[src/rtl/led_dance_gen_if.sv]
// Switch/LED bundle between the board switch bank and the LED pattern generator.
// The generator takes the slave modport: it reads SW and drives led/step_tick.
interface led_dance_gen_if #(
    parameter int N_LEDS = 18
);
    logic [17:0]       SW;
    logic [N_LEDS-1:0] led;
    logic              step_tick;

    modport master (output SW, input led, input step_tick);
    modport slave  (input SW, output led, output step_tick);
endinterface

[src/rtl/led_dance_gen.sv]
// LED animation generator: a free-running prescaler sets the step rate, and each
// step either loads a newly selected mode's start pattern or advances the current one.
module led_dance_gen #(
    parameter int N_LEDS     = 18,
    parameter int PRESCALE_W = 26
) (
    input  logic             Clock,
    input  logic             Reset,
    led_dance_gen_if.slave   bus
);
    localparam int POS_W = $clog2(N_LEDS + 1);
    localparam logic [POS_W-1:0] LAST = POS_W'(N_LEDS - 1);
    localparam logic [POS_W-1:0] FULL = POS_W'(N_LEDS);

    typedef enum logic [2:0] {
        M_OFF     = 3'd0,
        M_CHASE_L = 3'd1,
        M_CHASE_R = 3'd2,
        M_BOUNCE  = 3'd3,
        M_BLINK   = 3'd4,
        M_FILL    = 3'd5,
        M_RSV6    = 3'd6,
        M_RSV7    = 3'd7
    } mode_e;

    function automatic logic [N_LEDS-1:0] alt_pattern();
        logic [N_LEDS-1:0] v;
        v = '0;
        for (int i = 0; i < N_LEDS; i++) v[i] = (i % 2 == 0);
        return v;
    endfunction

    localparam logic [N_LEDS-1:0] ALT = alt_pattern();

    function automatic logic [N_LEDS-1:0] onehot(input logic [POS_W-1:0] p);
        return {{(N_LEDS-1){1'b0}}, 1'b1} << p;
    endfunction

    // A shift of N_LEDS or more clears everything, so pos = N_LEDS yields all lit.
    function automatic logic [N_LEDS-1:0] fill_mask(input logic [POS_W-1:0] p);
        return ~({N_LEDS{1'b1}} << p);
    endfunction

    logic [PRESCALE_W-1:0] r_cnt;
    logic [N_LEDS-1:0]     r_led;
    logic [POS_W-1:0]      r_pos;
    logic                  r_dir;
    mode_e                 r_mode;

    logic [PRESCALE_W-1:0] w_mask;
    logic [2:0]            w_speed;
    logic                  w_tick;
    logic                  w_step;
    mode_e                 w_sw_mode;
    logic [N_LEDS-1:0]     w_led_n;
    logic [POS_W-1:0]      w_pos_n;
    logic                  w_dir_n;
    mode_e                 w_mode_n;
    logic                  w_unused_sw;

    assign w_speed     = bus.SW[7:5];
    assign w_sw_mode   = mode_e'(bus.SW[2:0]);
    assign w_unused_sw = ^{bus.SW[17:8], bus.SW[3]};

    // Tick when the low (PRESCALE_W - speed) bits of the counter are all ones.
    assign w_mask = {PRESCALE_W{1'b1}} >> w_speed;
    assign w_tick = &(r_cnt | ~w_mask);
    assign w_step = w_tick & bus.SW[4];

    assign bus.step_tick = w_step;
    assign bus.led       = r_led;

    always_ff @(posedge Clock or posedge Reset) begin
        if (Reset) begin
            r_cnt  <= '0;
            r_led  <= '0;
            r_pos  <= '0;
            r_dir  <= 1'b0;
            r_mode <= M_OFF;
        end else begin
            r_cnt  <= r_cnt + 1'b1;
            r_led  <= w_led_n;
            r_pos  <= w_pos_n;
            r_dir  <= w_dir_n;
            r_mode <= w_mode_n;
        end
    end

    always_comb begin
        w_led_n  = r_led;
        w_pos_n  = r_pos;
        w_dir_n  = r_dir;
        w_mode_n = r_mode;
        if (w_step) begin
            if (w_sw_mode != r_mode) begin
                // A mode switch only loads the start state; advancing begins next step.
                w_mode_n = w_sw_mode;
                w_dir_n  = 1'b0;
                case (w_sw_mode)
                    M_CHASE_L, M_BOUNCE: begin
                        w_pos_n = '0;
                        w_led_n = onehot('0);
                    end
                    M_CHASE_R: begin
                        w_pos_n = LAST;
                        w_led_n = onehot(LAST);
                    end
                    M_BLINK: begin
                        w_led_n = ALT;
                    end
                    M_FILL: begin
                        w_pos_n = POS_W'(1);
                        w_led_n = fill_mask(POS_W'(1));
                    end
                    default: begin
                        w_pos_n = '0;
                        w_led_n = '0;
                    end
                endcase
            end else begin
                case (r_mode)
                    M_CHASE_L: begin
                        w_pos_n = (r_pos == LAST) ? '0 : r_pos + 1'b1;
                        w_led_n = onehot(w_pos_n);
                    end
                    M_CHASE_R: begin
                        w_pos_n = (r_pos == '0) ? LAST : r_pos - 1'b1;
                        w_led_n = onehot(w_pos_n);
                    end
                    M_BOUNCE: begin
                        // Direction flips on arrival so each endpoint shows for one step.
                        if (!r_dir) begin
                            w_pos_n = r_pos + 1'b1;
                            if (w_pos_n == LAST) w_dir_n = 1'b1;
                        end else begin
                            w_pos_n = r_pos - 1'b1;
                            if (w_pos_n == '0) w_dir_n = 1'b0;
                        end
                        w_led_n = onehot(w_pos_n);
                    end
                    M_BLINK: begin
                        w_led_n = ~r_led;
                    end
                    M_FILL: begin
                        w_pos_n = (r_pos == FULL) ? '0 : r_pos + 1'b1;
                        w_led_n = fill_mask(w_pos_n);
                    end
                    default: begin
                        w_led_n = '0;
                    end
                endcase
            end
        end
    end
endmodule

[src/flat_wrapper.sv]
// flat-port wrapper written by rule: the top's interface ports become plain ports
module led_dance_gen_flat 
#(
    parameter int N_LEDS     = 18,
    parameter int PRESCALE_W = 26
)
  (Clock, Reset, bus_SW, bus_led, bus_step_tick);
  led_dance_gen_if #(.N_LEDS(N_LEDS)) bus_i ();
  input  logic Clock;
  input  logic Reset;
  input wire logic [$bits(bus_i.SW)-1:0] bus_SW;
  output wire logic [$bits(bus_i.led)-1:0] bus_led;
  output wire logic [$bits(bus_i.step_tick)-1:0] bus_step_tick;
  assign bus_i.SW = bus_SW;
  assign bus_led = bus_i.led;
  assign bus_step_tick = bus_i.step_tick;
  led_dance_gen #(.N_LEDS(N_LEDS), .PRESCALE_W(PRESCALE_W)) u_core (.Clock(Clock), .Reset(Reset), .bus(bus_i));
endmodule
[config.mk]
export PLATFORM = sky130hd
export DESIGN_NAME = led_dance_gen_flat
export DESIGN_NICKNAME = d
export VERILOG_FILES = /design/src/rtl/led_dance_gen_if.sv /design/src/rtl/led_dance_gen.sv /design/src/flat_wrapper.sv
export SDC_FILE = /design/constraint.sdc
export NUM_CORES = 1
export LEC_CHECK = 0
export BUFFER_PORTS_ARGS = -buffer_cell sky130_fd_sc_hd__buf_4
export CORE_MARGIN = 4
export CORE_UTILIZATION = 50
export CTS_CLUSTER_SIZE = 20
export DETAILED_ROUTE_END_ITERATION = 6
export GPL_TIMING_DRIVEN = 0
export PLACE_DENSITY = 0.81
export SLEW_MARGIN = 0
export SYNTH_ARGS = -nofsm -noshare
export SYNTH_HDL_FRONTEND = slang
export SYNTH_SLANG_ARGS = --single-unit
[constraint.sdc]
create_clock -name Clock -period 2.56 [get_ports Clock]
set_input_delay 0 -clock Clock [delete_from_list [all_inputs] [get_ports Clock]]
set_output_delay 0 -clock Clock [all_outputs]
set_load 0.01 [all_outputs]
==> flow_summary.ini, run 1 <==
[cts]
clk_latency_ns = 0.31
clkTransAtPathRegs_ns = 0.09
cts_tree = done
clockBufferDepth = 2
cts_buffers = 5
root_buffer = clkbuf_8
clock_sinks = 53
htree_levels = 2

[drt]
vias = 3256
ant_nets = 0
dr.pass1.iters = 5
viasPerCell = 6.409
drc = 0
drt_iter0_markers = 365
wl_per_cell_um = 18.07
wirelength_um = 9181

[sta]
setup_ws_ns = -0.03769
finalMaxSlewViolations = 0
final.period_utilization = 1.015
fmax_mhz = 385.0
slew_headroom = 0.4744
fin_crit_ns = 2.598
finalHoldViolCount = 0
setup_viol = 4
rsz0062_at_grt = yes
tightestPinTransition_ns = 0.7762
fin_skew_ns = 0.01161

[pwr]
power_mw = 1.474
p_clk_frac = 0.389
cellLeakagePower_nw = 1.807
p_per_area_mw_per_mm2 = 351.9
max-vdd-ir-drop_uv = 330.4
combPwrFrac = 0.044
pwr-share-seq = 0.568
swShare = 0.2162
p_int_mw = 1.155
p_sw_mw = 0.3187

[placement]
detailedPlacementHpwl_um = 6570
gp_congestion = 0.9505
post_dp_cell_area_mm2 = 0.003734
portBuffers = 27
dp.cells = 485

[synth]
netlist-cell-type-count = 65
ys.flop_type = dfrtp_1
synth.avg_cell_area_um2 = 8.986
yosysWarningCount = 0
synthAdderAreaFrac = 0.02199
syn_area_mm2 = 0.003415
syn_inst = 380
synthSimpleGateAreaFrac = 0.2096
synth.area.mux_share = 0.01576
ys_seq_area_frac = 0.3884
synth-async-reset-ratio = 1.000
syn_nets = 406
ys_seq_elements = 53
synth_compound_area_frac = 0.2298
synth_top_family_by_area = compound AO/OA/AOI/OAI gates
synth_edf_count = 0
synth_xor_area_frac = 0.1000

[layout]
final_common_cell = dfrtp_1
finish.net_count = 456
nFillCells = 523
regArea_mm2 = 0.001328
final_cell_mix = 52 x dfrtp_1, 38 x buf_4, 28 x nand2_1, 24 x nor2_1, 20 x xnor2_1
n_antenna_cell = 0
multi_input_area_mm2 = 0.002158
fin_cells = 508
syn2layout_area_growth_pct = 22.65
drive_above_1_share = 0.2506
final_util = 0.6448
finalInstanceArea_mm2 = 0.004188

[global_routing]
grt_max_degree = 37
grt_overflow = 0
antenna_found_initial = 0
grt_pass1_wl_um = 14750
grtUsageTotal = 0.2181
grt_pass1_vias = 2969

[setup_path]
path_class = reg -> reg
r2r_setup_slack_ns = -0.04
crit_buf_inv = 0
required_ns = 2.80
crit_family = simple AND/OR/NAND/NOR gates
max_stage_delay_ns = 0.58
reg2reg_depth = 7
r2r_end = u_core.bus.led[15]$_DFFE_PP0P_
cp-start-kind = flip-flop
crit_slowest_cell = or4b_4
r2r_start = u_core.r_cnt[0]$_DFF_PP0_
endpoint_kind = flip-flop
arrival_ns = 2.84
path_cells = ha_4, nand2_4, or4b_4, a2111oi_4, and2b_2, or3b_4, o21ai_2
path_max_fanout = 4

[floorplanning]
row_count = 29
ios = 39
start_util = 0.5257
die-area_mm2 = 0.008216
core_area_mm2 = 0.006495
die_w_um = 90.64
die_h_um = 90.64

[status]
violations = negative setup slack
run_status = finished, violations left

[worst_hold_path]
hp-class = in -> async

[run]
drv_cap = 0
==> synthesized netlist by cell type, types with 4 or more instances <==
library cell,n,area share
a21oi_1,21,0.031
xnor2_1,21,0.054
inv_1,9,0.0099
clkbuf_1,20,0.022
dfrtp_1,53,0.39
xor2_1,18,0.046
o21ai_1,4,0.0059
nand4_1,10,0.018
nand3b_1,5,0.011
nand2_1,30,0.033
or3_1,5,0.0092
a22oi_1,7,0.015
ha_1,6,0.022
a211oi_1,6,0.013
nor2_1,26,0.029
and3_1,8,0.015
a31oi_1,6,0.011
o221ai_1,5,0.013
nand3_1,13,0.019
or2_2,4,0.0073
o31ai_1,7,0.015
o22ai_1,5,0.0092
o21ai_0,23,0.034
and2_1,5,0.0092
nand2b_1,7,0.013
==> power groups by stage <==
stage	registers, mW	logic [mW]	clock network [mW]
2_1_floorplan	0.853	0.0303	0
3_3_place_gp	0.853	0.0531	0
3_5_place_dp	0.853	0.0583	0
4_1_cts	0.836	0.0636	0.572
5_1_grt	0.837	0.0722	0.605
6_report	0.836	0.0646	0.573
==> logic make-up after synthesis <==
kind of cell,Yosys count
flip-flops,53
multiplexers,5
XOR/XNOR,39
AND/OR/NAND/NOR,132
buffers and inverters,31
AO/OA/AOI/OAI,114
adder cells (fa/ha/maj),6
==> what timing repair did <==
item / 4_1_cts / 5_1_grt
resized for setup: 18 / 55
hold endpoints to repair: 20 / 0
hold buffers: 4 / 0
setup buffers: 6 / 5
pin swaps: 6 / 12
gates cloned: 0 / 1
setup endpoints to repair: 23 / 25
==> worst min-delay path: stages <==
cell and delay, ns:
dlygate4sd3_1 0.54, buf_4 0.14, inv_2 0.29
==> area by class of cell <==
cell class | count | area share
clock inverters | 2 | 0.009262
plain buffers | 21 | 0.02510
inverters | 9 | 0.009262
well taps | 77 | 0.02301
repair buffers | 44 | 0.08366
multi-input cells | 296 | 0.5154
flip-flops and latches | 53 | 0.3170
clock buffers | 6 | 0.01733
==> registers in the layout (all words and copies together), names as in the netlist <==
signal,cells
u_core.r_mode,3
u_core.r_dir,1
u_core.r_cnt,26
u_core.r_pos,5
u_core.bus.led,18
==> worst max path at each step <==
stage	slack, ns	depth (start not counted)	start	end
floorplan	0.06	8	u_core.r_pos[0]$_DFFE_PP0P_	u_core.bus.led[11]$_DFFE_PP0P_
global placement	-0.49	8	u_core.r_pos[0]$_DFFE_PP0P_	u_core.bus.led[5]$_DFFE_PP0P_
detailed placement	-0.56	8	u_core.r_pos[0]$_DFFE_PP0P_	u_core.bus.led[12]$_DFFE_PP0P_
CTS	-0.008	7	u_core.r_cnt[0]$_DFF_PP0_	u_core.bus.led[16]$_DFFE_PP0P_
global route	-0.13	7	u_core.r_cnt[0]$_DFF_PP0_	u_core.bus.led[15]$_DFFE_PP0P_
finish	-0.04	7	u_core.r_cnt[0]$_DFF_PP0_	u_core.bus.led[15]$_DFFE_PP0P_
==> metrics by stage <==
stage,worst slack [ns],hold WS (ns),setup TNS [ns]
after CTS,-0.007704,0.2539,-0.01825
after floorplan,0.05842,0.1130,0
after global placement,-0.4931,0.2598,-7.423
final,-0.03769,0.2377,-0.09035
after detailed placement,-0.5595,0.01733,-7.168
after global routing,-0.1261,0.2708,-0.7801
==> metal layers <==
layer	part of all wire	up-vias	wire, um	global-route usage
li1	-	1493	-	-
met2	0.47	160	4338	0.3459
met3	0.065	29	597	0.04333
met1	0.44	1574	4020	0.3061
met5	0	-	0	0
met4	0.025	0	225	0.05357
No activity file was read; power rests on OpenSTA's default activity.
==> inputs of run 2 (changes only) <==
- PLACE_DENSITY: 0.81 -> 0.78
- SKIP_CTS_REPAIR_TIMING: unset -> 1
- clock period: 2.56 -> 2.54 ns (I/O delays scaled with it)
==> flow_summary.ini, run 2 (same netlist as run 1, synthesis figures left out) <==
[status]
run_status = completed

[cts]
clkTransAtPathRegs_ns = 0.11
root_buffer = clkbuf_8
clk_latency_ns = 0.31
cts_buffers = 5
clockBufferDepth = 2
cts_tree = done
clock_sinks = 53
htree_levels = 2

[sta]
finalHoldViolCount = 0
fin_skew_ns = 0.009863
fmax_mhz = 394.2
fin_crit_ns = 2.537
rsz0062_at_grt = yes
setup_ws_ns = 0.003385
final.period_utilization = 0.9987
slew_headroom = 0.4443
setup_viol = 0
tightestPinTransition_ns = 0.8265
finalMaxSlewViolations = 0

[setup_path]
timing.critical_path.from = u_core.r_cnt[0]$_DFF_PP0_
required_ns = 2.79
cp-start-kind = flip-flop
path_class = reg -> reg
endpoint_kind = flip-flop
arrival_ns = 2.79
path_max_fanout = 6
r2r_start = u_core.r_cnt[0]$_DFF_PP0_

[layout]
largest_register_ffs = 26
drive_above_1_share = 0.2395
n_antenna_cell = 0
final_common_cell = dfrtp_1
fin_cells = 507
multi_input_area_mm2 = 0.002130
syn2layout_area_growth_pct = 21.33
nFillCells = 526
regMostFlops = u_core.r_cnt
final_cell_mix = 51 x dfrtp_1, 39 x buf_4, 28 x nand2_1, 25 x nor2_1, 21 x xnor2_1
finalInstanceArea_mm2 = 0.004143
final_util = 0.6378
finish.net_count = 455
regArea_mm2 = 0.001329

[pwr]
power_mw = 1.432
swShare = 0.2493
p_per_area_mw_per_mm2 = 345.6
p_int_mw = 1.075
max-vdd-ir-drop_uv = 337.9
cellLeakagePower_nw = 1.780
p_clk_frac = 0.366
pwr-share-seq = 0.589
p_sw_mw = 0.3569
combPwrFrac = 0.045

[floorplanning]
die_h_um = 90.64
start_util = 0.5257
die-area_mm2 = 0.008216
row_count = 29
ios = 39
die_w_um = 90.64
core_area_mm2 = 0.006495

[placement]
post_dp_cell_area_mm2 = 0.003734
pre_cts_slack_ns = -0.5205
detailedPlacementHpwl_um = 6361
dp.cells = 485
portBuffers = 27
gp_congestion = 0.9339

[drt]
drt_iter0_markers = 250
viasPerCell = 6.335
wirelength_um = 9086
dr.pass1.iters = 4
vias = 3212
ant_nets = 0
wl_per_cell_um = 17.92
drc = 0

[global_routing]
grt_pass1_vias = 2869
grt_overflow = 0
antenna_found_initial = 0
grt_pass1_wl_um = 14380
grtUsageTotal = 0.2128
grt_max_degree = 29

[run]
drv_cap = 0

[worst_hold_path]
hp-class = in -> async
## run 2: worst paths after layout
path / end / slack (ns) / cells past startpoint
max: u_core.bus.led[9]$_DFFE_PP0P_ / 0.003 / 7
min: u_core.r_cnt[7]$_DFF_PP0_ / 0.29 / 3
max reg2reg: u_core.bus.led[9]$_DFFE_PP0P_ / 0.003 / 7
min reg2reg: u_core.r_cnt[14]$_DFF_PP0_ / 0.48 / 1
max in group asynchronous: u_core.r_pos[1]$_DFFE_PP0P_ / 1.69 / 4
min in group Clock: u_core.bus.led[12]$_DFFE_PP0P_ / 0.38 / 6
## run 2: cell type report
class,count,share of cell area
Clock inverter,3,0.006947
Inverter,9,0.009967
Tap cell,77,0.02326
Buffer,20,0.02326
Clock buffer,5,0.01661
Timing Repair Buffer,44,0.08517
Sequential cell,53,0.3207
Multi-Input combinational cell,296,0.5140
## run 2: critical path, stage by stage (launching register included)
cell and delay [ns]:
dfrtp_1 0.41, ha_4 0.17, nand2_4 0.06, or4b_4 0.58, a2111oi_4 0.43, and2b_2 0.26
or3b_4 0.44, o21ai_2 0.13
## run 2: stage by stage
step,hold slack (ns),setup TNS [ns]
final,0.2924,0
after global routing,0.3154,-1.131
after CTS,-0.2496,-8.290
after detailed placement,0.1025,-7.170
after global placement,0.2612,-8.642
after floorplan,0.1130,0
## run 2: metal layers
| layer | GRT usage | routed length [um] | up-vias |
|---|---|---|---|
| li1 | - | - | 1501 |
| met3 | 0.04000 | 587 | 16 |
| met1 | 0.3143 | 4269 | 1569 |
| met2 | 0.3218 | 4103 | 126 |
| met4 | 0.04974 | 126 | 0 |
| met5 | 0 | 0 | - |
## run 2: power by group through the flow
stage,combinational (mW),clock (mW),sequential [mW]
6_report,0.0639,0.525,0.843
5_1_grt,0.0715,0.564,0.843
4_1_cts,0.0594,0.533,0.843
3_5_place_dp,0.0591,0,0.860
3_3_place_gp,0.0541,0,0.860
2_1_floorplan,0.0306,0,0.860
==> inputs of run 3 (changes only) <==
--- a/config.mk
+++ b/config.mk
@@ -8,2 +8,3 @@
 export BUFFER_PORTS_ARGS = -buffer_cell sky130_fd_sc_hd__buf_4
+export CAP_MARGIN = 25
 export CORE_MARGIN = 4
==> constraint.sdc (replaced) <==
create_clock -name Clock -period 2.54 [get_ports Clock]
set_input_delay 0.127 -clock Clock [delete_from_list [all_inputs] [get_ports Clock]]
set_output_delay 0.127 -clock Clock [all_outputs]
set_load 0.01 [all_outputs]
==> flow_summary.ini, run 3 (same netlist as run 1, synthesis figures left out) <==
[placement]
detailedPlacementHpwl_um = 6361
dp.cells = 485
gp_congestion = 0.9339
portBuffers = 27

[worst_hold_path]
holdPathEnd = u_core.r_mode[2]$_DFFE_PP0P_
hold_start = bus_SW[2]
hp-class = in -> reg
whs_path_depth = 3

[cts]
clock_sinks = 53
clk_latency_ns = 0.31
cts_buffers = 5
clkTransAtPathRegs_ns = 0.11
cts_tree = done
root_buffer = clkbuf_8
clockBufferDepth = 2
htree_levels = 2

[setup_path]
cp-start-kind = flip-flop
path_max_fanout = 6
reg2reg_depth = 7
endpoint_kind = flip-flop
r2r_start = u_core.r_cnt[0]$_DFF_PP0_
required_ns = 2.79
path_class = reg -> reg
timing.critical_path.from = u_core.r_cnt[0]$_DFF_PP0_
r2r_end = u_core.bus.led[9]$_DFFE_PP0P_
r2r_setup_slack_ns = -0.03
arrival_ns = 2.82

[layout]
multi_input_area_mm2 = 0.002102
nFillCells = 536
fin_cells = 499
finish.net_count = 447
n_antenna_cell = 0
syn2layout_area_growth_pct = 18.54
regArea_mm2 = 0.001329
drive_above_1_share = 0.2227
largest_register_ffs = 26
final_common_cell = dfrtp_1
regMostFlops = u_core.r_cnt
final_cell_mix = 51 x dfrtp_1, 37 x buf_4, 28 x nand2_1, 25 x nor2_1, 21 x xnor2_1

[sta]
holdWs_ns = 0.07859
final.period_utilization = 1.011
finalHoldViolCount = 0
fin_skew_ns = 0.009461
setup_ws_ns = -0.02852
finalMaxSlewViolations = 0
slew_headroom = 0.3176
fin_crit_ns = 2.569
tightestPinTransition_ns = 1.011
setup_viol = 11
rsz0062_at_grt = yes
fmax_mhz = 389.3

[global_routing]
grtUsageTotal = 0.2128
grt_pass1_vias = 2869
antenna_found_initial = 0
grt_max_degree = 29
grt_overflow = 0
grt_pass1_wl_um = 14380

[drt]
ant_nets = 0
top_layer = met4
met2_length_um = 4048
wl_per_cell_um = 17.96
wirelength_um = 8963
drt_iter0_markers = 256
route.met3.wl_um = 675
viasPerCell = 6.327
vias = 3157
wl_met1_um = 4153
dr.pass1.iters = 6
drc = 0

[floorplanning]
die_h_um = 90.64
core_area_mm2 = 0.006495
row_count = 29
die_w_um = 90.64
start_util = 0.5257
ios = 39
die-area_mm2 = 0.008216

[pwr]
max-vdd-ir-drop_uv = 330.2
power_mw = 1.426
p_per_area_mw_per_mm2 = 352.4
cellLeakagePower_nw = 1.741

[run]
drv_cap = 0

[status]
violations = negative setup slack
run_status = finished, violations left
[run 3: layout make-up]
type,instances,share of cell area
flip-flops and latches,53,0.3283
repair buffers,37,0.07233
inverters,9,0.009583
clock buffers,5,0.01700
clock inverters,3,0.007110
plain buffers,19,0.02257
well taps,77,0.02380
multi-input cells,296,0.5193
[run 3: power breakdown]
group	internal, mW	switching [mW]
registers	0.843	0
logic	0.0215	0.0389
clock network	0.207	0.316
[run 3: layer usage]
| metal | GRT usage | vias to the layer above |
|---|---|---|
| li1 | - | 1476 |
| met2 | 0.3218 | 139 |
| met5 | 0 | - |
| met3 | 0.04000 | 12 |
| met1 | 0.3143 | 1530 |
| met4 | 0.04974 | 0 |
[run 3: how the worst max path moves through the flow]
stage,end
finish,u_core.bus.led[9]$_DFFE_PP0P_
floorplan,u_core.bus.led[11]$_DFFE_PP0P_
detailed placement,u_core.bus.led[4]$_DFFE_PP0P_
CTS,u_core.bus.led[4]$_DFFE_PP0P_
global route,u_core.bus.led[9]$_DFFE_PP0P_
global placement,u_core.bus.led[4]$_DFFE_PP0P_
[run 3: through the flow]
stage	instance area, um2	util	setup slack, ns	TNS (ns)
2_1_floorplan	3415	-	0.03842	0
3_3_place_gp	3714	0.5718	-0.5675	-8.642
3_5_place_dp	3734	0.5748	-0.5205	-7.170
4_1_cts	3831	0.5899	-0.5616	-8.417
5_1_grt	4048	0.6232	-0.1466	-1.858
6_report	4048	0.6232	-0.02852	-0.1789
[run 3: critical path, cell delays in order, from the launching register on]
cell and delay [ns]:
dfrtp_1 0.41, ha_4 0.17, nand2_4 0.06, or4b_4 0.58, a2111oi_4 0.45, and2b_2 0.26
or3b_4 0.44, o21ai_2 0.12
